File: src/rtl/axis_uart_pkg.sv
// ---------------------------------------------------------------------------
// axis_uart_pkg: shared codes, STATUS layout and state encodings. Rev 1.0
// ---------------------------------------------------------------------------
`default_nettype none

package axis_uart_pkg;

  localparam logic [7:0] BYTE_START_DEF = 8'hF0;
  localparam logic [7:0] BYTE_WR_DEF    = 8'hA1;
  localparam logic [7:0] BYTE_RD_DEF    = 8'hA2;

  localparam int STATUS_CHK_ERR_BIT  = 7;
  localparam int STATUS_BAD_CODE_BIT = 6;

  // Largest response body: 4 ADDR + 4 DATA + STATUS + CODE
  localparam int MAX_BODY_BYTES = 10;

  typedef enum logic [2:0] {
    P_START = 3'd0,
    P_ADDR  = 3'd1,
    P_DATA  = 3'd2,
    P_CODE  = 3'd3,
    P_CHK   = 3'd4,
    P_BUSY  = 3'd5
  } parser_state_t;

  typedef enum logic [2:0] {
    E_IDLE   = 3'd0,
    E_DECIDE = 3'd1,
    E_WREQ   = 3'd2,
    E_WWAIT  = 3'd3,
    E_RREQ   = 3'd4,
    E_RWAIT  = 3'd5,
    E_DELAY  = 3'd6,
    E_TX     = 3'd7
  } engine_state_t;

  typedef enum logic [1:0] {
    S_IDLE  = 2'd0,
    S_START = 2'd1,
    S_BODY  = 2'd2,
    S_CHK   = 2'd3
  } ser_state_t;

endpackage

`default_nettype wire

File: src/rtl/axis_if.sv
// ---------------------------------------------------------------------------
// axis_if: minimal AXI-Stream byte channel. Rev 1.0
// ---------------------------------------------------------------------------
`default_nettype none

interface axis_if #(
  parameter int W = 8
);
  logic [W-1:0] tdata;
  logic         tvalid;
  logic         tready;

  modport s_axis (input tdata, input tvalid, output tready);
  modport m_axis (output tdata, output tvalid, input tready);
endinterface

`default_nettype wire

File: src/rtl/uart_frame_tx_ser.sv
// ---------------------------------------------------------------------------
// uart_frame_tx_ser: emits START, a loaded body (MSB-first) and its XOR CHK. Rev 1.0
// ---------------------------------------------------------------------------
`default_nettype none

module uart_frame_tx_ser
  import axis_uart_pkg::*;
#(
  parameter int         VW         = 8 * MAX_BODY_BYTES,
  parameter logic [7:0] BYTE_START = BYTE_START_DEF
) (
  input  logic          aclk_i,
  input  logic          aresetn_i,
  input  logic          load_i,
  input  logic [VW-1:0] vec_i,
  input  logic [3:0]    len_i,
  output logic          done_o,
  axis_if.m_axis        m_axis
);

  ser_state_t    st_q, st_d;
  logic [VW-1:0] sh_q;
  logic [3:0]    rem_q;
  logic [7:0]    chk_q;

  always_ff @(posedge aclk_i or negedge aresetn_i) begin
    if (!aresetn_i) begin
      st_q <= S_IDLE;
    end else begin
      st_q <= st_d;
    end
  end

  always_comb begin
    st_d = st_q;
    unique case (st_q)
      S_IDLE:  if (load_i) st_d = S_START;
      S_START: if (m_axis.tready) st_d = S_BODY;
      S_BODY:  if (m_axis.tready && rem_q == 4'd1) st_d = S_CHK;
      S_CHK:   if (m_axis.tready) st_d = S_IDLE;
      default: st_d = S_IDLE;
    endcase
  end

  always_comb begin
    m_axis.tvalid = (st_q != S_IDLE);
    m_axis.tdata  = 8'h00;
    done_o        = 1'b0;
    unique case (st_q)
      S_START: m_axis.tdata = BYTE_START;
      S_BODY:  m_axis.tdata = sh_q[VW-1 -: 8];
      S_CHK: begin
        m_axis.tdata = chk_q;
        done_o       = m_axis.tready;
      end
      default: m_axis.tdata = 8'h00;
    endcase
  end

  always_ff @(posedge aclk_i or negedge aresetn_i) begin
    if (!aresetn_i) begin
      rem_q <= 4'd0;
      chk_q <= 8'h00;
    end else if (st_q == S_IDLE && load_i) begin
      rem_q <= len_i;
      chk_q <= 8'h00;
    end else if (st_q == S_BODY && m_axis.tready) begin
      rem_q <= rem_q - 4'd1;
      chk_q <= chk_q ^ sh_q[VW-1 -: 8];
    end
  end

  // Body shifter carries no reset: it is always loaded before it is shown.
  always_ff @(posedge aclk_i) begin
    if (st_q == S_IDLE && load_i) begin
      sh_q <= vec_i;
    end else if (st_q == S_BODY && m_axis.tready) begin
      sh_q <= {sh_q[VW-9:0], 8'h00};
    end
  end

endmodule

`default_nettype wire

File: src/rtl/axis_uart_cmd_engine.sv
// ---------------------------------------------------------------------------
// axis_uart_cmd_engine: byte-framed command parser driving a simple bus. Rev 1.0
// ---------------------------------------------------------------------------
`default_nettype none

module axis_uart_cmd_engine
  import axis_uart_pkg::*;
#(
  parameter int         ADDR_BYTES     = 4,
  parameter int         DATA_BYTES     = 4,
  parameter logic [7:0] BYTE_START     = BYTE_START_DEF,
  parameter logic [7:0] BYTE_WR        = BYTE_WR_DEF,
  parameter logic [7:0] BYTE_RD        = BYTE_RD_DEF,
  parameter int         TIMEOUT_CYCLES = 65535,
  parameter int         RESP_DELAY     = 16
) (
  input  logic        aclk,
  input  logic        aresetn,
  output logic        wr_valid,
  input  logic        wr_ready,
  output logic [31:0] wr_addr,
  output logic [31:0] wr_data,
  input  logic        wr_done,
  input  logic [1:0]  wr_error,
  output logic        rd_valid,
  input  logic        rd_ready,
  output logic [31:0] rd_addr,
  input  logic [31:0] rd_data,
  input  logic        rd_done,
  input  logic [1:0]  rd_error,
  axis_if.s_axis      s_axis,
  axis_if.m_axis      m_axis
);

  localparam int          VW        = 8 * MAX_BODY_BYTES;
  localparam logic [2:0]  ADDR_LAST = 3'(ADDR_BYTES - 1);
  localparam logic [2:0]  DATA_LAST = 3'(DATA_BYTES - 1);
  localparam logic [31:0] TO_LAST   = (TIMEOUT_CYCLES > 0) ? 32'(TIMEOUT_CYCLES - 1) : 32'd0;
  localparam logic [31:0] DLY_LAST  = (RESP_DELAY > 0) ? 32'(RESP_DELAY - 1) : 32'd0;
  localparam logic [3:0]  RESP_LEN  = 4'(ADDR_BYTES + DATA_BYTES + 2);
  localparam engine_state_t E_AFTER = (RESP_DELAY == 0) ? E_TX : E_DELAY;

  parser_state_t ps_q, ps_d;
  engine_state_t es_q, es_d;
  logic          run_q;
  logic [2:0]    cnt_q;
  logic [31:0]   to_q;
  logic [31:0]   dly_q;
  logic [7:0]    chk_q;
  logic          chk_err_q;
  logic [1:0]    err_q;
  logic [31:0]   addr_q;
  logic [31:0]   data_q;
  logic [7:0]    code_q;

  logic          w_tready;
  logic          w_acc;
  logic          w_in_frame;
  logic          w_timeout;
  logic          w_bad;
  logic          w_wr_fin;
  logic          w_rd_fin;
  logic          w_load;
  logic          w_ser_done;
  logic [7:0]    w_status;
  logic [VW-1:0] w_vec;

  assign w_acc      = s_axis.tvalid && w_tready;
  assign w_in_frame = (ps_q == P_ADDR) || (ps_q == P_DATA) || (ps_q == P_CODE) || (ps_q == P_CHK);
  assign w_timeout  = (TIMEOUT_CYCLES != 0) && w_in_frame && !w_acc && (to_q == TO_LAST);
  assign w_bad      = !chk_err_q && (code_q != BYTE_WR) && (code_q != BYTE_RD);
  assign w_wr_fin   = ((es_q == E_WREQ) && wr_ready && wr_done) || ((es_q == E_WWAIT) && wr_done);
  assign w_rd_fin   = ((es_q == E_RREQ) && rd_ready && rd_done) || ((es_q == E_RWAIT) && rd_done);

  always_ff @(posedge aclk or negedge aresetn) begin
    if (!aresetn) begin
      ps_q <= P_START;
      es_q <= E_IDLE;
    end else begin
      ps_q <= ps_d;
      es_q <= es_d;
    end
  end

  always_comb begin
    ps_d = ps_q;
    es_d = es_q;
    unique case (ps_q)
      P_START: if (w_acc && s_axis.tdata == BYTE_START) ps_d = P_ADDR;
      P_ADDR:  if (w_acc && cnt_q == ADDR_LAST) ps_d = P_DATA;
      P_DATA:  if (w_acc && cnt_q == DATA_LAST) ps_d = P_CODE;
      P_CODE:  if (w_acc) ps_d = P_CHK;
      P_CHK: begin
        if (w_acc) begin
          ps_d = P_BUSY;
          es_d = E_DECIDE;
        end
      end
      P_BUSY: begin
        unique case (es_q)
          E_DECIDE: begin
            if (chk_err_q || w_bad) es_d = E_AFTER;
            else if (code_q == BYTE_WR) es_d = E_WREQ;
            else es_d = E_RREQ;
          end
          E_WREQ:  if (wr_ready) es_d = wr_done ? E_AFTER : E_WWAIT;
          E_WWAIT: if (wr_done) es_d = E_AFTER;
          E_RREQ:  if (rd_ready) es_d = rd_done ? E_AFTER : E_RWAIT;
          E_RWAIT: if (rd_done) es_d = E_AFTER;
          E_DELAY: if (dly_q == DLY_LAST) es_d = E_TX;
          E_TX: begin
            if (w_ser_done) begin
              es_d = E_IDLE;
              ps_d = P_START;
            end
          end
          default: begin
            es_d = E_IDLE;
            ps_d = P_START;
          end
        endcase
      end
      default: ps_d = P_START;
    endcase
    if (w_timeout) ps_d = P_START;
  end

  // run_q keeps tready low while aresetn is asserted even though the parser sits in P_START.
  always_comb begin
    w_tready = run_q && (ps_q != P_BUSY);
    wr_valid = (es_q == E_WREQ);
    rd_valid = (es_q == E_RREQ);
    w_load   = (es_q != E_TX) && (es_d == E_TX);
  end

  assign s_axis.tready = w_tready;
  assign wr_addr       = addr_q;
  assign rd_addr       = addr_q;
  assign wr_data       = data_q;

  always_ff @(posedge aclk or negedge aresetn) begin
    if (!aresetn) begin
      run_q     <= 1'b0;
      cnt_q     <= 3'd0;
      to_q      <= 32'd0;
      dly_q     <= 32'd0;
      chk_q     <= 8'h00;
      chk_err_q <= 1'b0;
      err_q     <= 2'b00;
    end else begin
      run_q <= 1'b1;
      to_q  <= (w_in_frame && !w_acc && !w_timeout) ? to_q + 32'd1 : 32'd0;
      dly_q <= (es_q == E_DELAY) ? dly_q + 32'd1 : 32'd0;
      if (w_timeout) cnt_q <= 3'd0;
      if (w_acc) begin
        unique case (ps_q)
          P_START: begin
            cnt_q <= 3'd0;
            chk_q <= 8'h00;
            err_q <= 2'b00;
          end
          P_ADDR: begin
            cnt_q <= (cnt_q == ADDR_LAST) ? 3'd0 : cnt_q + 3'd1;
            chk_q <= chk_q ^ s_axis.tdata;
          end
          P_DATA: begin
            cnt_q <= (cnt_q == DATA_LAST) ? 3'd0 : cnt_q + 3'd1;
            chk_q <= chk_q ^ s_axis.tdata;
          end
          P_CODE:  chk_q <= chk_q ^ s_axis.tdata;
          P_CHK:   chk_err_q <= (s_axis.tdata != chk_q);
          default: cnt_q <= 3'd0;
        endcase
      end
      if (w_wr_fin) err_q <= wr_error;
      if (w_rd_fin) err_q <= rd_error;
    end
  end

  // Address/data are cleared on START so narrow frames zero-extend naturally.
  always_ff @(posedge aclk) begin
    if (w_acc && ps_q == P_START) begin
      addr_q <= 32'd0;
      data_q <= 32'd0;
    end
    if (w_acc && ps_q == P_ADDR) addr_q <= {addr_q[23:0], s_axis.tdata};
    if (w_acc && ps_q == P_DATA) data_q <= {data_q[23:0], s_axis.tdata};
    if (w_acc && ps_q == P_CODE) code_q <= s_axis.tdata;
    if (w_rd_fin) data_q <= rd_data;
  end

  always_comb begin
    w_status                      = 8'h00;
    w_status[STATUS_CHK_ERR_BIT]  = chk_err_q;
    w_status[STATUS_BAD_CODE_BIT] = w_bad;
    w_status[1:0]                 = err_q;
    w_vec = '0;
    w_vec[VW-1 -: 8*ADDR_BYTES]                              = addr_q[8*ADDR_BYTES-1:0];
    w_vec[VW-1-8*ADDR_BYTES -: 8*DATA_BYTES]                 = data_q[8*DATA_BYTES-1:0];
    w_vec[VW-1-8*(ADDR_BYTES+DATA_BYTES) -: 8]               = w_status;
    w_vec[VW-9-8*(ADDR_BYTES+DATA_BYTES) -: 8]               = code_q;
  end

  uart_frame_tx_ser #(
    .VW         (VW),
    .BYTE_START (BYTE_START)
  ) u_ser (
    .aclk_i    (aclk),
    .aresetn_i (aresetn),
    .load_i    (w_load),
    .vec_i     (w_vec),
    .len_i     (RESP_LEN),
    .done_o    (w_ser_done),
    .m_axis    (m_axis)
  );

endmodule

`default_nettype wire
File: src/flat_wrapper.sv
// flat-port wrapper written by rule: the top's interface ports become plain ports
module axis_uart_cmd_engine_flat import axis_uart_pkg::*;
#(
  parameter int         ADDR_BYTES     = 4,
  parameter int         DATA_BYTES     = 4,
  parameter logic [7:0] BYTE_START     = BYTE_START_DEF,
  parameter logic [7:0] BYTE_WR        = BYTE_WR_DEF,
  parameter logic [7:0] BYTE_RD        = BYTE_RD_DEF,
  parameter int         TIMEOUT_CYCLES = 65535,
  parameter int         RESP_DELAY     = 16
)
  (aclk, aresetn, wr_valid, wr_ready, wr_addr, wr_data, wr_done, wr_error, rd_valid, rd_ready, rd_addr, rd_data, rd_done, rd_error, s_axis_tdata, s_axis_tvalid, s_axis_tready, m_axis_tdata, m_axis_tvalid, m_axis_tready);
  axis_if s_axis_i ();
  axis_if m_axis_i ();
  input  logic aclk;
  input  logic aresetn;
  output logic wr_valid;
  input  logic wr_ready;
  output logic [31:0] wr_addr;
  output logic [31:0] wr_data;
  input  logic wr_done;
  input  logic [1:0] wr_error;
  output logic rd_valid;
  input  logic rd_ready;
  output logic [31:0] rd_addr;
  input  logic [31:0] rd_data;
  input  logic rd_done;
  input  logic [1:0] rd_error;
  input wire logic [$bits(s_axis_i.tdata)-1:0] s_axis_tdata;
  input wire logic [$bits(s_axis_i.tvalid)-1:0] s_axis_tvalid;
  output wire logic [$bits(s_axis_i.tready)-1:0] s_axis_tready;
  output wire logic [$bits(m_axis_i.tdata)-1:0] m_axis_tdata;
  output wire logic [$bits(m_axis_i.tvalid)-1:0] m_axis_tvalid;
  input wire logic [$bits(m_axis_i.tready)-1:0] m_axis_tready;
  assign s_axis_i.tdata = s_axis_tdata;
  assign s_axis_i.tvalid = s_axis_tvalid;
  assign s_axis_tready = s_axis_i.tready;
  assign m_axis_tdata = m_axis_i.tdata;
  assign m_axis_tvalid = m_axis_i.tvalid;
  assign m_axis_i.tready = m_axis_tready;
  axis_uart_cmd_engine #(.ADDR_BYTES(ADDR_BYTES), .DATA_BYTES(DATA_BYTES), .BYTE_START(BYTE_START), .BYTE_WR(BYTE_WR), .BYTE_RD(BYTE_RD), .TIMEOUT_CYCLES(TIMEOUT_CYCLES), .RESP_DELAY(RESP_DELAY)) u_core (.aclk(aclk), .aresetn(aresetn), .wr_valid(wr_valid), .wr_ready(wr_ready), .wr_addr(wr_addr), .wr_data(wr_data), .wr_done(wr_done), .wr_error(wr_error), .rd_valid(rd_valid), .rd_ready(rd_ready), .rd_addr(rd_addr), .rd_data(rd_data), .rd_done(rd_done), .rd_error(rd_error), .s_axis(s_axis_i), .m_axis(m_axis_i));
endmodule
File: config.mk
export PLATFORM = sky130hd
export DESIGN_NAME = axis_uart_cmd_engine_flat
export DESIGN_NICKNAME = d
export VERILOG_FILES = /design/src/rtl/axis_uart_pkg.sv /design/src/rtl/axis_if.sv /design/src/rtl/uart_frame_tx_ser.sv /design/src/rtl/axis_uart_cmd_engine.sv /design/src/flat_wrapper.sv
export SDC_FILE = /design/constraint.sdc
export NUM_CORES = 1
export LEC_CHECK = 0
export ABC_AREA = 0
export CORE_ASPECT_RATIO = 1.75
export CORE_MARGIN = 1.5
export CORE_UTILIZATION = 53
export CTS_CLUSTER_SIZE = 16
export DETAILED_ROUTE_END_ITERATION = 8
export DONT_BUFFER_PORTS = 1
export GPL_ROUTABILITY_DRIVEN = 0
export GPL_TIMING_DRIVEN = 0
export PLACE_DENSITY = 0.7
export REMOVE_ABC_BUFFERS = 1
export SLEW_MARGIN = 25
export SYNTH_ARGS = -nofsm -noshare
export SYNTH_HDL_FRONTEND = slang
export SYNTH_SLANG_ARGS = --single-unit
File: constraint.sdc
create_clock -name aclk -period 4.7 [get_ports aclk]
set_input_delay 0.705 -clock aclk [delete_from_list [all_inputs] [get_ports aclk]]
set_output_delay 0.705 -clock aclk [all_outputs]
set_load 0.02 [all_outputs]
* Word level (Yosys, flattened, before mapping) *
Index checks and enable logic that the tools add are counted.

cells by class
  bitwise operators = 2
  muxes and demuxes = 50
  reduce and logical (&&, ||, !) cells = 50
  add/subtract/negate cells = 4
  eq/ne operators = 38

operator list
  cell                                                   count
  2-to-1 mux 32 bit                                      6
  2-to-1 mux 80 bit                                      2
  adder 32 x 1 -> 32 bit, second input constant          2
  2-to-1 mux 3 bit                                       20
  == test 32 x 16 -> 1 bit, second input constant        1
  == test 32 x 4 -> 1 bit, second input constant         1
  case mux 8 bit (3 select lines)                        1
  logical AND 1 bit                                      23
  == test 3 bit, second input constant                   7
  case mux 3 bit (7 select lines)                        1
  2-to-1 mux 2 bit                                       9
  case mux 3 bit (2 select lines)                        3
  case mux 3 bit (6 select lines)                        1
  == test 8 bit, second input constant                   2
  2-to-1 mux 8 bit                                       2
  inequality test 8 bit, second input constant           2
  case mux 8 bit (2 select lines)                        1
  XOR 8 bit                                              2
  == test 3 x 2 -> 1 bit, second input constant          5
  inequality test 3 x 1 -> 1 bit, second input constant  5
  nonzero test 3 bit                                     3
  2-to-1 mux 4 bit                                       2
  inequality test 2 bit, second input constant           4
  inequality test 8 bit                                  1
  22 further kinds                                       38

storage, ports and cells
  output and inout port bits = 108
  flip-flop bits (word level) = 251
  input bits = 52

* Longest topological paths before layout *
  word-level depth = 11
  mapped depth = 8
  mapped depth without buffers = 7

* By module *
From an unflattened synthesis, not the netlist that was laid out.

second synthesis, totals
  cell total of the unflattened synthesis = 1116
  area total of the unflattened synthesis = 11903.9 um^2

by module, submodules not included
  module                times used  cells each  area an instance (um^2)
  axis_uart_cmd_engine  1           696         7634.8
  uart_frame_tx_ser     1           420         4269.1

* Worst setup path before layout *
Ideal clock, no wire load.

  path type = in2reg
  start = in s_axis_tvalid
  end = reg u_core.data_q[0] (netlist: u_core.wr_data[0]), enable pin
  setup time = 428 ps
  buffers on the path = 1
  data arrival time = 2879 ps
  cell stages on the path = 4
  setup slack = 1393 ps
  required time = 4272 ps
  cells stage by stage = nand2_1 or2_2 clkbuf_1 o21bai_1

between the ends
  longest elaborated chain between the ends = 3
  elaborated cells between the ends (all ways) = 4
  classes of those cells = reduce/logical: 4

ends and longest elaborated chain
  element                                      RTL line                                                  RTL
  from (decl)                                  flat_wrapper.sv:30                                        input wire logic [$bits(s_axis_i.tvalid)-1:0] s_axis_tvalid;
  logical AND 1 bit (*)                        axis_uart_cmd_engine.sv:68                                assign w_acc = s_axis.tvalid && w_tready;
  logical AND 1 bit, on equally long branches  axis_uart_cmd_engine.sv:187, axis_uart_cmd_engine.sv:182
  nonzero test 3 bit (no line) (*)             --
  to (signal assigned)                         axis_uart_cmd_engine.sv:187                               if (w_acc && ps_q == P_DATA) data_q <= {data_q[23:0], s_axis.tdata};
  to (signal assigned)                         axis_uart_cmd_engine.sv:189                               if (w_rd_fin) data_q <= rd_data;
  to (decl)                                    axis_uart_cmd_engine.sv:53                                logic [31:0] data_q;

Mark *: on every way between the ends. The rest lies on a longest branch, timed or not.
A chain may end at the register's enable or synchronous reset.

* Final worst setup path *
  start = reg u_core.u_ser.st_q[1]
  end = reg u_core.u_ser.sh_q[45] (data pin)

between the ends
  longest elaborated chain between the ends = 9
  elaborated cells between the ends (all ways) = 10
  classes of those cells = eq/ne: 2; mux: 5; reduce/logical: 3

ends and longest elaborated chain
  element                          RTL line                     RTL
  from (decl)                      uart_frame_tx_ser.sv:21      ser_state_t st_q, st_d;
  from (signal assigned)           uart_frame_tx_ser.sv:30      st_q <= st_d;
  == test 2 bit                    uart_frame_tx_ser.sv:49      unique case (st_q)
  2-to-1 mux 1 bit                 uart_frame_tx_ser.sv:49
  2-to-1 mux 3 bit                 axis_uart_cmd_engine.sv:112  if (w_ser_done) begin
  case mux 3 bit (7 select lines)  axis_uart_cmd_engine.sv:100  unique case (es_q)
  case mux 3 bit (2 select lines)  axis_uart_cmd_engine.sv:88   unique case (ps_q)
  == test 3 bit                    axis_uart_cmd_engine.sv:133  w_load = (es_q != E_TX) && (es_d == E_TX);
  logical AND 1 bit                axis_uart_cmd_engine.sv:133
  logical AND 1 bit (*)            uart_frame_tx_ser.sv:75      if (st_q == S_IDLE && load_i) begin
  2-to-1 mux 80 bit (*)            uart_frame_tx_ser.sv:75
  to (signal assigned)             uart_frame_tx_ser.sv:76      sh_q <= vec_i;
  to (signal assigned)             uart_frame_tx_ser.sv:78      sh_q <= {sh_q[VW-9:0], 8'h00};
  to (decl)                        uart_frame_tx_ser.sv:22      logic [VW-1:0] sh_q;

Marked as above.

==> summary by stage <==
Floorplan
160 I/O pins were placed. From bottom edge to top edge, the die measures 201 um. The overall die width is 116 um.

For this configuration, the core starts out at a cell density of 53.7%. The floorplan step defined a core boundary enclosing 22100 um2. The die covers 23300 um2. The floorplan has 72 rows.

STA
The actual slew at the worst max-slew pin is 1.27 ns. The number of max-slew violations in the final report is 0. The total count of hold-check failures in the final report is 0.

For the finished layout, the period the worst path requires is 3.69 ns. The final cycle utilization of the critical path is 78.4%. Across the routed clock network, the largest skew measured is 0.00844 ns. The maximum operating frequency is 0.271 GHz.

The final number of setup-violating endpoints is 0. Measured against its own limit, the worst slew margin works out to 14.3%. The post-route setup TNS is 0 ns.

Setup slack on the critical path of the routed design comes to 1.01 ns. Setup repair after global routing left no endpoint under its margin.

Placed design
The worst slack at placement is 1.00 ns. The detailed placement HPWL is 18000 um. In this run the cell area measured after placement is 12000 um2.

Port buffering added 0 buffers.

Pwr
The total power consumption of the routed design is 0.00638 W. IR analysis of the VDD net gives a maximum drop of 0.292 mV. The leakage power figure is 4.81 nW. The total power divided by cell area is 496 nW/um2.

Synthesis
The count of state elements after synthesis is 251. The netlist uses 57 different library cells. After synthesis, the share of flip-flops with an asynchronous set or reset is 39.4%. During synthesis, Yosys emitted a total of 0 warnings.

The synthesized design contains 148 enable-type register cells. Among all flip-flop cells after synthesis, the most frequent one is edfxtp_1. The proportion of synthesized chip area in sequential cells is 59.1%. Synthesis produced a netlist whose cell count is 1120. Averaged over all synthesized cells, the footprint is 10.6 um2.

The summed instance area of the synthesized netlist is 11900 um2.

Cells and area
The area used by multi-input combinational logic is 4340 um2. Counting the fill cells in the layout gives 1791. After the last flow step, the layout net total stands at 1135. Leaving out fill and tap cells, the most frequent cells in the layout are 177 x nand2_1, 148 x edfxtp_1, 108 x nor2_1, 99 x dfrtp_1, 85 x o21ai_0. Relative to the synthesized area, the layout overhead comes to 8.54%. The finished cells cover 12900 um2. Leaving out fill and tap cells, the most frequent cell in the layout is nand2_1.

Cells with a size suffix above 1 make up 7.15% of the layout. For this run, the share of the core covered by cells in the final layout is 58.3%. The flip-flop and latch area is 7000 um2.

Route
For this run, design rule violations remaining after detail routing come to 0. Summing over every cut layer, the via total after detailed routing is 8141. The starting DRC count in detailed routing is 596. The final layout contains routed wiring with a total length of 26500 um. In the final routed layout, each cell accounts on average for 19.1 um. The number of iterations in the first detailed-routing pass is 4.

Once detail routing completed, the nets flagged for antenna violations numbered 0. The via density per instance is 5.85.

Min path
The class of the worst hold path is in2async.

CTS
The H-tree depth is 1. The maximum buffer depth of the clock tree is 3. Buffers inserted to repair hold after CTS numbered 1. In this run, CTS created clock tree buffers numbering 24. The root buffer cell chosen for the clock tree is clkbuf_16. The insertion delay of the later-clocked pin in the worst-skew pair is 0.52 ns. The CTS clock-pin slew for the worst setup and hold paths is 0.07 ns. The tree built by TritonCTS fans out to 251 sinks. The number of setup buffers added after CTS is 0. The TritonCTS clock tree is done. The post-cts sizing count is 0.

Critical path
The critical path in this run is classified as reg2reg. The maximum fanout along the worst path is 19. The data required time at the worst endpoint is 4.89 ns. STA classifies the critical path startpoint as a flip-flop. The worst path arrival time is 3.88 ns. The endpoint class of the critical path is a flip-flop.

Job
The tool flagged a number of max-cap violations equal to 0.

GRT
The overall track demand over capacity in global routing is 22.7%. Entering global routing, the biggest net connects 100 pins. For this run the aggregate overflow at the end of global routing stands at 0. The first-pass GRT wire length is 41700 um. The number of global-route vias before repair is 7973. The initial antenna violation count is 2.

Run status
The run finished with clean final reports.
## power breakdown
group / internal, W / total [W] / switching [W]
Sequential: 0.00279 / 0.00315 / 0.000361
Combinational: 0.000402 / 0.00126 / 0.000856
Clock: 0.00113 / 0.00197 / 0.000834
Total: 0.00432 / 0.00638 / 0.00205
## through the flow
step / instances / hold slack (ns)
floorplan: 1027 / 0.409
global placement: 1323 / 0.412
detailed placement: 1342 / 0.412
CTS: 1387 / 0.131
global route: 1387 / 0.129
finish: 1391 / 0.0733
## cells in the mapped netlist (all sizes together), types with 2 or more instances
| cell type | n | area (um2) |
|---|---|---|
| nand2b | 11 | 68.8 |
| nor2b | 6 | 37.5 |
| nor4 | 23 | 165 |
| o311ai | 2 | 17.5 |
| or2 | 4 | 25.0 |
| and4 | 8 | 70.1 |
| ha | 10 | 125 |
| o211ai | 3 | 22.5 |
| dfxtp | 4 | 80.1 |
| and3 | 40 | 250 |
| nor4b | 3 | 32.5 |
| mux2i | 5 | 50.1 |
| inv | 18 | 67.6 |
| a21oi | 16 | 80.1 |
| nor3b | 2 | 15.0 |
| clkbuf | 44 | 165 |
| xnor2 | 24 | 210 |
| dfrtp | 99 | 2480 |
| buf | 49 | 344 |
| and3b | 2 | 17.5 |
| and2 | 16 | 100 |
| nand4 | 25 | 156 |
| or4 | 2 | 15.0 |
| o2111a | 2 | 22.5 |
| xor2 | 43 | 377 |
| o21bai | 3 | 22.5 |
| nor3 | 17 | 85.1 |
| a22oi | 11 | 82.6 |
| nand2 | 177 | 664 |
| edfxtp | 148 | 4440 |
| a31oi | 7 | 43.8 |
| nor2 | 110 | 413 |
| a41oi | 2 | 17.5 |
| nand3 | 37 | 185 |
| or3 | 5 | 31.3 |
| o21ai | 97 | 485 |
| o22ai | 2 | 12.5 |
| a22o | 32 | 280 |
## sequential cells by signal (all words and copies together) (netlist names)
register and flops:
u_core.u_ser.rem_q 4, u_core.u_ser.sh_q 80, u_core.chk_q 8, u_core.ps_q 3, u_core.u_ser.chk_q 8, u_core.chk_err_q 1, u_core.wr_data 32, u_core.to_q 32
u_core.u_ser.st_q 2, u_core.dly_q 32, u_core.es_q 3, u_core.rd_addr 32, u_core.code_q 8, u_core.cnt_q 3, u_core.err_q 2, u_core.run_q 1
## cells by family after synthesis
family / after synthesis / share of synthesized area (%)
other: 1 / 0.0316
DFF: 251 / 59.1
muxes: 6 / 0.517
AOI/OAI and AO/OA: 184 / 9.66
and+or+nand+nor: 490 / 19.8
adders and majority gates: 10 / 1.06
xor gates and xnor gates: 67 / 4.95
buffers and inverters: 111 / 4.87
## final cells by class
class / count / area share (%)
Multi-Input combinational cell: 758 / 33.7
Clock buffer: 25 / 4.86
Tap cell: 296 / 2.88
Antenna cell: 4 / 0.0778
Clock inverter: 19 / 1.34
Sequential cell: 251 / 54.4
Timing Repair Buffer: 20 / 2.16
Inverter: 18 / 0.525
## layer usage
layer	GRT usage [%]	wire [um]	part of all wire, %	vias up
met3	5.50	1770	6.7	39
met4	7.01	647	2.4	0
li1	-	-	-	3862
met2	41.2	14500	55	209
met5	0	0	0	-
met1	25.7	9630	36	4031
## worst paths after layout
| check | from | endpoint | slack (ns) | cells after the start |
|---|---|---|---|---|
| hold / removal | aresetn | u_core.u_ser.st_q[1] | 0.07 | 1 |
| setup reg to reg | u_core.u_ser.st_q[1] | u_core.u_ser.sh_q[45] | 1.01 | 12 |
| hold reg to reg | u_core.dly_q[0] | u_core.dly_q[0] | 0.47 | 1 |
| min in group aclk | s_axis_tdata[4] | u_core.code_q[4] | 0.28 | 0 |
| max in group asynchronous | aresetn | u_core.to_q[31] | 4.15 | 1 |
| setup / recovery | u_core.u_ser.st_q[1] | u_core.u_ser.sh_q[45] | 1.01 | 12 |
## critical path: stages, from the launching register on
cell     delay (ns)
dfrtp_1        0.47
inv_1          0.12
ha_1           0.31
inv_1          0.27
nor4_4         0.58
buf_6          0.22
buf_6          0.16
buf_6          0.17
buf_4          0.22
buf_6          0.19
buf_6          0.18
buf_4          0.22
o21ai_0        0.25
No activity file was read; power rests on OpenSTA's default activity.
==> patch 1: new RTL, config.mk and constraints unchanged <==
`to_q` no longer has a reset.
--- a/src/rtl/axis_uart_cmd_engine.sv
+++ b/src/rtl/axis_uart_cmd_engine.sv
@@ -143,5 +143,4 @@
       run_q     <= 1'b0;
       cnt_q     <= 3'd0;
-      to_q      <= 32'd0;
       dly_q     <= 32'd0;
       chk_q     <= 8'h00;
@@ -150,5 +149,4 @@
     end else begin
       run_q <= 1'b1;
-      to_q  <= (w_in_frame && !w_acc && !w_timeout) ? to_q + 32'd1 : 32'd0;
       dly_q <= (es_q == E_DELAY) ? dly_q + 32'd1 : 32'd0;
       if (w_timeout) cnt_q <= 3'd0;
@@ -176,4 +174,8 @@
       if (w_rd_fin) err_q <= rd_error;
     end
+  end
+
+  always_ff @(posedge aclk) begin
+    to_q <= (w_in_frame && !w_acc && !w_timeout) ? to_q + 32'd1 : 32'd0;
   end
 
Formal check against the unedited RTL: no difference found for any inputs over 4 cycles, from zero or initial values and one cycle with aresetn low; that may be too few to reach the edited logic, so the function may still have changed.
==> patch 1 against the original RTL <==
Non-clock buffer count up 3; setup slack better by 330 ps; routed wire length is 1.1% lower; power decreased by 16%; area after synthesis fell by 0.52%; sequential cell count unchanged; first-iteration DRC count is 16% higher; via count up 0.41%; final area down 0.54%; utilization decreased by 0.080 points; critical path type unchanged.
==> patch 1: results (changes against the original RTL) <==
| Metric | Value |
|---|---|
| Netlist cell types | 62 (was 57) |
| Max Used Layer | met5 (was met4) |
| R2r worst-path depth | 8 (was 12) |
| LEAKAGE | 4.53 nW (was 4.81 nW) |
| Peak VDD IR | 0.254 mV (was 0.292 mV) |
| Seq/Total Area, Yosys | 58.0% (was 59.1%) |
| Total number of vias | 8174 (was 8141) |
| Fin cells | 1398 (was 1391) |
| Number of diodes | 1 (was 4) |
| M1 WL | 9820 um (was 9630 um) |
| Initial DRT Pass Iterations | 6 (was 4) |
| Slowest cell on the critical path | dfrtp_2 (was nor4_4) |
| Status | finished, final reports clean (unchanged) |
| Worst R2R End | u_core.u_ser.sh_q[68] (was u_core.u_ser.sh_q[45]) |
| Met1 usage | 25.8% (was 25.7%) |
| Bufs w/o clock | 23 (was 20) |
| Tmin final | 3360 ps (was 3690 ps) |
| Drt total wl | 26200 um (was 26500 um) |
| First DRT Iteration DRCs | 692 (was 596) |
| Top cells by area, synth | edfxtp_1 38%, dfrtp_1 14%, dfxtp_1 6.1% (was edfxtp_1 37%, dfrtp_1 21%, nand2_1 5.6%) |
| Hold_ws | 44.5 ps (was 73.3 ps) |
| DP HPWL | 18000 um (about the same) |
| Comb_multi_in | 769 (was 758) |
| R2R Setup Slk | 1340 ps (was 1010 ps) |
| # fillers | 1872 (was 1791) |
| Worst slew margin | 38.5% (was 14.3%) |
| Crit path max-delay family | simple AND/OR/NAND/NOR gates (was buffers and inverters) |
| Non-clock inverters | 14 (was 18) |
| Most instantiated cells after synthesis | 188 x nand2_1, 148 x edfxtp_1, 101 x o21ai_0 (was 177 x nand2_1, 148 x edfxtp_1, 110 x nor2_1) |
| Area Overhead vs Synth | 8.51% (was 8.54%) |
| Area after DPL | 12000 um^2 (about the same) |
| Clock skew | 10.1 ps (was 8.44 ps) |
| Met2 layer usage reported by global route | 40.7% (was 41.2%) |
| Mapped Cells | 1127 (was 1120) |
| Metal2 WL | 13700 um (was 14500 um) |
| Critical Path Source | u_core.ps_q[0] (was u_core.u_ser.st_q[1]) |
| Clock network area share | 5.95% (was 6.21%) |
| Crit-path max cell delay | 940 ps (was 580 ps) |
| Critical path arrival | 3620 ps (was 3880 ps) |
| Sequential fraction of total cell area | 53.5% (was 54.4%) |
| Number of global-route vias before repair | 8086 (was 7973) |
| Pin count of the biggest net entering global routing | 68 (was 100) |
-- patch 1: changes by cell type after synthesis, moves of 7 or more --
cell,change
nand2b_1,-7
dfxtp_1,+32
o21ai_1,-12
a21oi_1,+12
o21ai_0,+16
or3_1,+8
nand3_1,-10
nor2_1,-11
nand4_1,-7
dfrtp_1,-32
nand2_1,+11
-- patch 1: power groups by stage --
stage / Sequential (mW) / Combinational, mW / Clock (mW)
after global placement: 2.84 / 0.639 / 0
after detailed placement: 2.83 / 0.686 / 0
final: 2.79 / 0.693 / 1.88
after CTS: 2.79 / 0.705 / 1.93
after floorplan: 2.80 / 0.498 / 0
after global routing: 2.81 / 0.776 / 2.01
-- patch 1: logic make-up after synthesis --
group,share of synthesized area (%)
compound gates,10.4
other cells,0.0318
simple gates,20.3
buf+inv,4.62
mux,0.605
xor+xnor,4.98
fa+ha+maj,1.06
flops,58.0
==> patch 2: new RTL, same flow settings <==
Made on the original files. `DATA_BYTES` is set to 4 in 2 places; all go to 2.
--- a/src/rtl/axis_uart_cmd_engine.sv
+++ b/src/rtl/axis_uart_cmd_engine.sv
@@ -8,5 +8,5 @@
 #(
   parameter int         ADDR_BYTES     = 4,
-  parameter int         DATA_BYTES     = 4,
+  parameter int         DATA_BYTES     = 2,
   parameter logic [7:0] BYTE_START     = BYTE_START_DEF,
   parameter logic [7:0] BYTE_WR        = BYTE_WR_DEF,
--- a/src/flat_wrapper.sv
+++ b/src/flat_wrapper.sv
@@ -3,5 +3,5 @@
 #(
   parameter int         ADDR_BYTES     = 4,
-  parameter int         DATA_BYTES     = 4,
+  parameter int         DATA_BYTES     = 2,
   parameter logic [7:0] BYTE_START     = BYTE_START_DEF,
   parameter logic [7:0] BYTE_WR        = BYTE_WR_DEF,
Behaviour: no difference found for any inputs over 4 cycles, from zero or initial values and one cycle with aresetn low; that may be too few to reach the edited logic, so the function may still have changed.
==> patch 2 against the original RTL <==
Final area decreased by 4.9%; clock power decreased by 6%; global-route usage decreased by 0.37 points; combinational power decreased by 45%; power decreased by 19%; area after synthesis decreased by 3.6%; sequential cell count decreased by 16; sequential share of layout area decreased by 1.1 points; setup slack got worse by 540 ps; first-iteration DRC count decreased by 23%; clock skew increased by 4.0 ps; routed wire length decreased by 5.9%; count of clock-buffer cells in the layout increased by 8; largest cell class unchanged.
==> patch 2: results (changes against the original RTL) <==
| Metric | Value |
|---|---|
| Hold_ws | 96.0 ps (was 73.3 ps) |
| Post-synth EDFFs | 132 (was 148) |
| Initial DRT Pass Iterations | 5 (was 4) |
| Seq/Total Area, Yosys | 57.1% (was 59.1%) |
| Tmin final | 4230 ps (was 3690 ps) |
| Peak VDD IR | 0.252 mV (was 0.292 mV) |
| Worst R2R End | u_core.u_ser.sh_q[56] (was u_core.u_ser.sh_q[45]) |
| Post-place setup slack | 488 ps (was 1000 ps) |
| Top cells by area, synth | edfxtp_1 35%, dfrtp_1 22%, mux2i_1 4.6% (was edfxtp_1 37%, dfrtp_1 21%, nand2_1 5.6%) |
| Initial antenna violation count | 0 (was 2) |
| Max Root-Sink Buffers | 3 (unchanged) |
| Number of global-route vias before repair | 7564 (was 7973) |
| Status | finished, final reports clean (unchanged) |
| Drt total wl | 24900 um (was 26500 um) |
| Fraction of layout cells with a size suffix above 1 | 6.78% (was 7.15%) |
| Clock skew | 12.4 ps (was 8.44 ps) |
| Tot GR Track Use | 22.3% (was 22.7%) |
| # fillers | 1759 (was 1791) |
| Inserted Clock Buffers | 23 (was 24) |
| LEAKAGE | 5.14 nW (was 4.81 nW) |
| Number of diodes | 0 (was 4) |
| Netlist cell types | 59 (was 57) |
| Critical Path Source | u_core.es_q[0] (was u_core.u_ser.st_q[1]) |
| R2R Setup Slk | 470 ps (was 1010 ps) |
| DP HPWL | 16900 um (was 18000 um) |
| Async SR Flop Fraction | 42.1% (was 39.4%) |
| Max FFs per register | 64 (was 80) |
| First-pass GRT wire length | 39500 um (was 41700 um) |
| Most instantiated cells after synthesis | 132 x edfxtp_1, 114 x nand2_1, 99 x dfrtp_1, 99 x nor2_1, 76 x inv_1 (was 177 x nand2_1, 148 x edfxtp_1, 110 x nor2_1) |
| First DRT Iteration DRCs | 457 (was 596) |
| Crit path max fanout | 54 (was 19) |
| Max Cap Viol | 0 (unchanged) |
| Worst slew margin | 33.0% (was 14.3%) |
| Critical path arrival | 4410 ps (was 3880 ps) |
| R2r worst-path depth | 8 (was 12) |
-- patch 2: cell count changes in the layout (fill, tap and decap cells not counted), moves of 6 or more --
cell	unedited run	this run
inv_1	17	76
and2_1	15	9
mux2i_1	5	52
clkbuf_1	0	6
o21ai_0	85	25
o21ai_1	12	0
nand4_1	25	19
edfxtp_1	148	132
nor2_1	108	98
a31oi_1	7	1
nand2_1	177	112
nand3_1	37	30
-- patch 2: worst max-delay path by stage --
stage / end / cells past startpoint
floorplan: u_core.u_ser.sh_q[16] / 5
CTS: u_core.u_ser.sh_q[64] / 8
global route: u_core.u_ser.sh_q[56] / 8
global placement: u_core.u_ser.sh_q[64] / 5
finish: u_core.u_ser.sh_q[56] / 8
detailed placement: u_core.u_ser.sh_q[56] / 8
-- patch 2: cell families (layout without fill, tap and decap cells) --
kind of cell	Yosys count	after routing	synth area share, %
fa+ha+maj	15	15	1.62
mux	53	53	4.65
simple gates	391	391	16.8
other cells	1	1	0.0328
compound gates	116	116	7.17
flops	235	235	57.1
buf+inv	158	133	6.97
xor+xnor	74	74	5.67
-- patch 2: what timing repair did --
| item | in CTS | in global routing |
|---|---|---|
| setup endpoints to repair | 0 | 0 |
| resized for setup | 0 | 0 |
| hold endpoints to repair | 99 | 0 |
| hold buffers | 1 | 0 |
-- patch 2: area by class of cell --
cell class | instances | area (um^2) | area share [%]
flip-flops and latches | 235 | 6520 | 53.3
multi-input cells | 650 | 4160 | 34.0
inverters | 76 | 285 | 2.33
clock inverters | 8 | 96.3 | 0.788
well taps | 252 | 315 | 2.58
repair buffers | 16 | 201 | 1.65
clock buffers | 33 | 653 | 5.34
-- patch 2: through the flow --
step / setup TNS, ps / instance area (um^2) / std cells
floorplan: -101570 / 10900 / 961
global placement: -633500 / 11200 / 1213
detailed placement: 0 / 11500 / 1228
CTS: 0 / 12200 / 1270
global route: 0 / 12200 / 1270
finish: 0 / 12200 / 1270
-- patch 2: metal layers --
layer | up-vias | track usage (%) | part of all wire [%]
li1 | 3521 | - | -
met1 | 3675 | 23.9 | 36
met2 | 196 | 40.4 | 53
met3 | 73 | 4.82 | 5.7
met4 | 0 | 12.1 | 5.4
met5 | - | 0 | 0
-- patch 2: critical path: stages (launching register included) --
cell and delay [ps]:
dfrtp_1 520, nand3b_1 630, buf_8 370, or3_1 330
nor3_2 270, a211oi_1 130, or4_4 930, nand2_4 350
buf_16 280
-- patch 2: power by group --
group	switching [mW]	total (mW)	internal [mW]
sequential	0.174	2.60	2.42
clock	0.777	1.86	1.08
combinational	0.476	0.696	0.219
total	1.43	5.15	3.72
